$ cat config.mk
export PLATFORM = sky130hd
export DESIGN_NAME = button_conditioner
export DESIGN_NICKNAME = d
export VERILOG_FILES = /design/src/rtl/button_conditioner.sv
export SDC_FILE = /design/constraint.sdc
export NUM_CORES = 1
export LEC_CHECK = 0
export ABC_CLOCK_PERIOD_IN_PS = 4200
export CORE_MARGIN = 2
export CORE_UTILIZATION = 55
export CTS_CLUSTER_DIAMETER = 120
export DETAILED_ROUTE_END_ITERATION = 7
export GPL_TIMING_DRIVEN = 0
export HOLD_SLACK_MARGIN = 0.02
export PLACE_DENSITY_LB_ADDON = 0.08
export SLEW_MARGIN = 20
export SYNTH_ARGS = -nofsm -noshare
export SYNTH_HDL_FRONTEND = slang
export SYNTH_SLANG_ARGS = --single-unit
$ cat constraint.sdc
create_clock -name clk -period 4.2 [get_ports clk]
set_input_delay 0.63 -clock clk [delete_from_list [all_inputs] [get_ports clk]]
set_output_delay 0.63 -clock clk [all_outputs]
set_load 0.01 [all_outputs]
$ cat src/rtl/button_conditioner.sv
// Debounces three code keys and one start key, and turns qualified presses into
// one-cycle pulses. Simultaneous code-key presses are resolved by highest index.
module button_conditioner #(
   parameter int unsigned DEBOUNCE_CYCLES = 1000000,
   parameter int unsigned CNT_WIDTH       = 20
) (
   input  logic       clk,
   input  logic       async_reset,
   input  logic [2:0] raw_buttons,
   input  logic       raw_start,
   output logic [2:0] buttons,
   output logic       start_trigger,
   output logic [3:0] pressed_level
);

   localparam int unsigned NUM_KEYS = 4;
   localparam logic [CNT_WIDTH-1:0] CNT_ONE  = CNT_WIDTH'(1);
   localparam logic [CNT_WIDTH-1:0] CNT_LAST = CNT_WIDTH'(DEBOUNCE_CYCLES - 1);

   typedef enum logic [1:0] {
      RELEASED        = 2'd0,
      PRESS_PENDING   = 2'd1,
      PRESSED         = 2'd2,
      RELEASE_PENDING = 2'd3
   } state_e;

   logic [NUM_KEYS-1:0]  sync1_q, sync1_d;
   logic [NUM_KEYS-1:0]  sync2_q, sync2_d;
   logic [NUM_KEYS-1:0]  sample_c;
   state_e               state_q [NUM_KEYS];
   state_e               state_d [NUM_KEYS];
   logic [CNT_WIDTH-1:0] cnt_q   [NUM_KEYS];
   logic [CNT_WIDTH-1:0] cnt_d   [NUM_KEYS];
   logic [NUM_KEYS-1:0]  evt_q, evt_d;
   logic [NUM_KEYS-1:0]  level_q, level_d;
   logic [2:0]           buttons_q, buttons_d;
   logic                 start_q, start_d;

   // Two-flop synchronizer; keys idle high, so reset value is released.
   always_comb begin
      sync1_d  = {raw_start, raw_buttons};
      sync2_d  = sync1_q;
      sample_c = ~sync2_q;
   end

   always_ff @(posedge clk or negedge async_reset) begin
      if (!async_reset) begin
         sync1_q <= '1;
         sync2_q <= '1;
      end else begin
         sync1_q <= sync1_d;
         sync2_q <= sync2_d;
      end
   end

   // Per-key debounce FSM; evt_d marks the press-qualifying transition only.
   always_comb begin
      evt_d   = '0;
      level_d = '0;
      for (int k = 0; k < NUM_KEYS; k++) begin
         state_d[k] = state_q[k];
         cnt_d[k]   = cnt_q[k];
         case (state_q[k])
            RELEASED: begin
               if (sample_c[k]) begin
                  state_d[k] = PRESS_PENDING;
                  cnt_d[k]   = CNT_ONE;
               end
            end
            PRESS_PENDING: begin
               if (!sample_c[k]) begin
                  state_d[k] = RELEASED;
                  cnt_d[k]   = '0;
               end else if (cnt_q[k] == CNT_LAST) begin
                  state_d[k] = PRESSED;
                  cnt_d[k]   = '0;
                  evt_d[k]   = 1'b1;
               end else begin
                  cnt_d[k] = cnt_q[k] + CNT_ONE;
               end
            end
            PRESSED: begin
               if (!sample_c[k]) begin
                  state_d[k] = RELEASE_PENDING;
                  cnt_d[k]   = CNT_ONE;
               end
            end
            RELEASE_PENDING: begin
               if (sample_c[k]) begin
                  state_d[k] = PRESSED;
                  cnt_d[k]   = '0;
               end else if (cnt_q[k] == CNT_LAST) begin
                  state_d[k] = RELEASED;
                  cnt_d[k]   = '0;
               end else begin
                  cnt_d[k] = cnt_q[k] + CNT_ONE;
               end
            end
            default: begin
               state_d[k] = RELEASED;
               cnt_d[k]   = '0;
            end
         endcase
         level_d[k] = (state_q[k] == PRESSED) || (state_q[k] == RELEASE_PENDING);
      end
   end

   always_ff @(posedge clk or negedge async_reset) begin
      if (!async_reset) begin
         for (int k = 0; k < NUM_KEYS; k++) begin
            state_q[k] <= RELEASED;
            cnt_q[k]   <= '0;
         end
         evt_q   <= '0;
         level_q <= '0;
      end else begin
         for (int k = 0; k < NUM_KEYS; k++) begin
            state_q[k] <= state_d[k];
            cnt_q[k]   <= cnt_d[k];
         end
         evt_q   <= evt_d;
         level_q <= level_d;
      end
   end

   // Highest-index code key wins; lower simultaneous events are dropped.
   always_comb begin
      buttons_d = 3'b000;
      if (evt_q[2]) begin
         buttons_d = 3'b100;
      end else if (evt_q[1]) begin
         buttons_d = 3'b010;
      end else if (evt_q[0]) begin
         buttons_d = 3'b001;
      end
      start_d = evt_q[3];
   end

   always_ff @(posedge clk or negedge async_reset) begin
      if (!async_reset) begin
         buttons_q <= 3'b000;
         start_q   <= 1'b0;
      end else begin
         buttons_q <= buttons_d;
         start_q   <= start_d;
      end
   end

   assign buttons       = buttons_q;
   assign start_trigger = start_q;
   assign pressed_level = level_q;

endmodule

==> results.cfg <==
[cts]
clock_path_buffers = 2
clock_latency_ns = 0.38
hold_buffers = 0
root_buffer = clkbuf_8
cts_tree = built
clkTransAtPathRegs_ns = 0.10
post_cts_buffers = 0
cts_inserted_buffers = 9
ctsResizeCount = 0
clock_sinks = 108
htree_levels = 3

[synthesis]
synth_area_um2 = 5389
synth_most_common_cell = dfrtp_1
syn_nets = 569
ys_ff_latch = 108
synth_largest_area_cell = dfrtp_1
avgSynthCellArea_um2 = 9.640
synth_edf_count = 0
ys_seq_area_share_pct = 50.34
yosys-top-cells-count = dfrtp_1, nand2_1, a31oi_1
synth_area_leaders = dfrtp_1, a31oi_1, nand2_1
ys_async_sr_fraction_pct = 100.0
netlist_instances = 559
synth_cell_types = 49
netlist.area_leader.share_pct = 46.44
ys.warnings.count = 0
ys.flop_type = dfrtp_1

[sta]
worst_pin_slew_ns = 0.7478
skew_ns = 0.01170
finalHoldViolCount = 0
hold_ws_ns = 0.1415
grt_setup_unrepaired = no
relSlewSlack_pct = 49.96
fin_crit_ns = 2.353
finalSetupTns_ns = 0
timing.final.max_slew_violations = 0
setup_viol = 0
fin_crit_sh_pct = 56.02
fmax_mhz = 425.0

[global_routing]
grt_usage_pct = 22.81
use_met2_pct = 35.41
grt_util_met3_pct = 6.305
grt_pass1_vias = 4070
grt_pass1_wl_um = 19150
antenna_found_initial = 0
use_met1_pct = 32.34
top_usage_layer = met2
grt_max_degree = 69
overflow = 0

[final_layout]
fin_nets = 594
drive_above_1_share_pct = 8.998
diodes = 0
area_growth_pct = 9.612
fin_cells = 722
fillerInstances = 838

[power_and_ir_drop]
powerDensity_nw_per_um2 = 387.8
p_leak_uw = 0.002427
ir_drop_mv = 0.3842

[floorplan]
die_area_um2 = 10610
core_area_um2 = 9639
ioPinCount = 14
start_util_pct = 55.91
num_rows = 36
fp.dieH_um = 103.0
die_x_um = 103.0

[worst_setup_path]
critPathCaptureType = flip-flop
crit_path_cell_trace = ha_1 -> nand3_1 -> and4bb_2 -> a21oi_2 -> clkbuf_1 -> nand2_1 -> a31oi_1
r2r-end = cnt_q[36]$_DFFE_PN0P_
reg2reg_slack_ns = 1.85
criticalPathCategory = reg2reg
r2r_start = cnt_q[20]$_DFFE_PN0P_
crit_arrival_ns = 2.65
slowest_delay_ns = 0.46
crit_required_ns = 4.50
critical_path_peak_fanout = 10
crit_slowest_cell = clkbuf_1
ff2ff_path_depth = 7
startpoint_type = flip-flop

[detailed_routing]
via_count = 4362
antenna_left = 0
routedWlPerCell_um = 15.59
wl_um = 11250
drc = 0
initialDrtViolationCount = 171
vias_per_cell = 6.042
firstDrtPassIters = 5

[run_status]
status = complete, no violations

[placed_design]
dp.cells = 706
hpwl_um = 7627
port_buffers = 13
place_congestion = 0.8543

[min_path]
hold_class = in2async

[flow_run]
cap_viol_max_count = 0
## area by class of cell
class                           count  area, um2  share of cell area [%]
Timing Repair Buffer               14      158.9                   2.690
Buffer                             27      157.7                   2.669
Inverter                           11      41.29                  0.6990
Sequential cell                   108       2713                   45.92
Clock buffer                       10      127.6                   2.161
Multi-Input combinational cell    413       2477                   41.94
Clock inverter                      6      65.06                   1.101
Tap cell                          133      166.4                   2.817
## per-stage QoR
step	util (%)	power [uW]	setup WS, ns	cell area [um2]
floorplan	-	1533	2.272	5389
global placement	58.98	1657	-1.599	5685
detailed placement	59.28	1682	1.892	5714
CTS	61.28	2321	1.861	5907
global route	61.28	2444	1.662	5907
finish	61.28	2291	1.847	5907
## critical path: cells and delay by family (launching register included)
kind / cells / cell delay, ns
compound gates: 2 / 0.59
simple gates: 3 / 0.52
buf+inv: 1 / 0.46
flops: 1 / 0.42
fa+ha+maj: 1 / 0.27
## worst max-delay path by stage
stage                                      from                    end  slack [ns]  cells past startpoint
after floorplan           cnt_q[40]$_DFFE_PN0P_  cnt_q[43]$_DFFE_PN0P_        2.27                      7
after global placement              async_reset  cnt_q[12]$_DFFE_PN0P_       -1.60                      1
after detailed placement  cnt_q[20]$_DFFE_PN0P_  cnt_q[35]$_DFFE_PN0P_        1.89                      7
after CTS                 cnt_q[20]$_DFFE_PN0P_  cnt_q[35]$_DFFE_PN0P_        1.86                      7
after global routing      cnt_q[20]$_DFFE_PN0P_  cnt_q[32]$_DFFE_PN0P_        1.66                      7
final                     cnt_q[20]$_DFFE_PN0P_  cnt_q[36]$_DFFE_PN0P_        1.85                      7
## sequential cells by signal (all words and copies together), names as in the netlist, named ones only
register / cells
evt_q: 4
start_trigger: 1
pressed_level: 4
sync1_q: 4
state_q: 4
sync2_q: 4
cnt_q: 80
buttons: 3
## where the power goes
part	internal, uW	leakage, uW	switching [uW]
combinational	163	0.000873	293
clock	277	0.0000966	351
sequential	1120	0.00146	90.9
## cells in the final DEF, fill, tap and decap left out, types with 6 or more instances in the layout
cell type,count
a22o_1,18
nor3_1,14
nor4_1,9
buf_2,9
a21oi_1,32
clkbuf_8,9
o21ai_0,18
buf_6,7
nor2_1,31
clkbuf_1,13
clkdlybuf4s50_1,12
nand2b_1,8
nand2_1,67
inv_1,11
a41oi_1,9
a31oi_1,58
nor2b_1,6
mux2i_1,7
dfstp_2,8
nand4_1,23
and3_1,7
dfrtp_1,100
nand3_1,38
xnor2_1,11
## metal layers
metal	up-vias	wire length, um
li1	2139	-
met1	2136	5447
met2	82	5203
met3	5	535
met4	0	68
met5	-	0
## cells by family after synthesis
family,synth area share [%]
AOI/OAI and AO/OA,18.32
xor gates and xnor gates,2.438
and+or+nand+nor,22.99
buffers and inverters,3.691
adders and majority gates,0.9288
muxes,1.300
DFF,50.34
(Power assumes the default switching activity.)
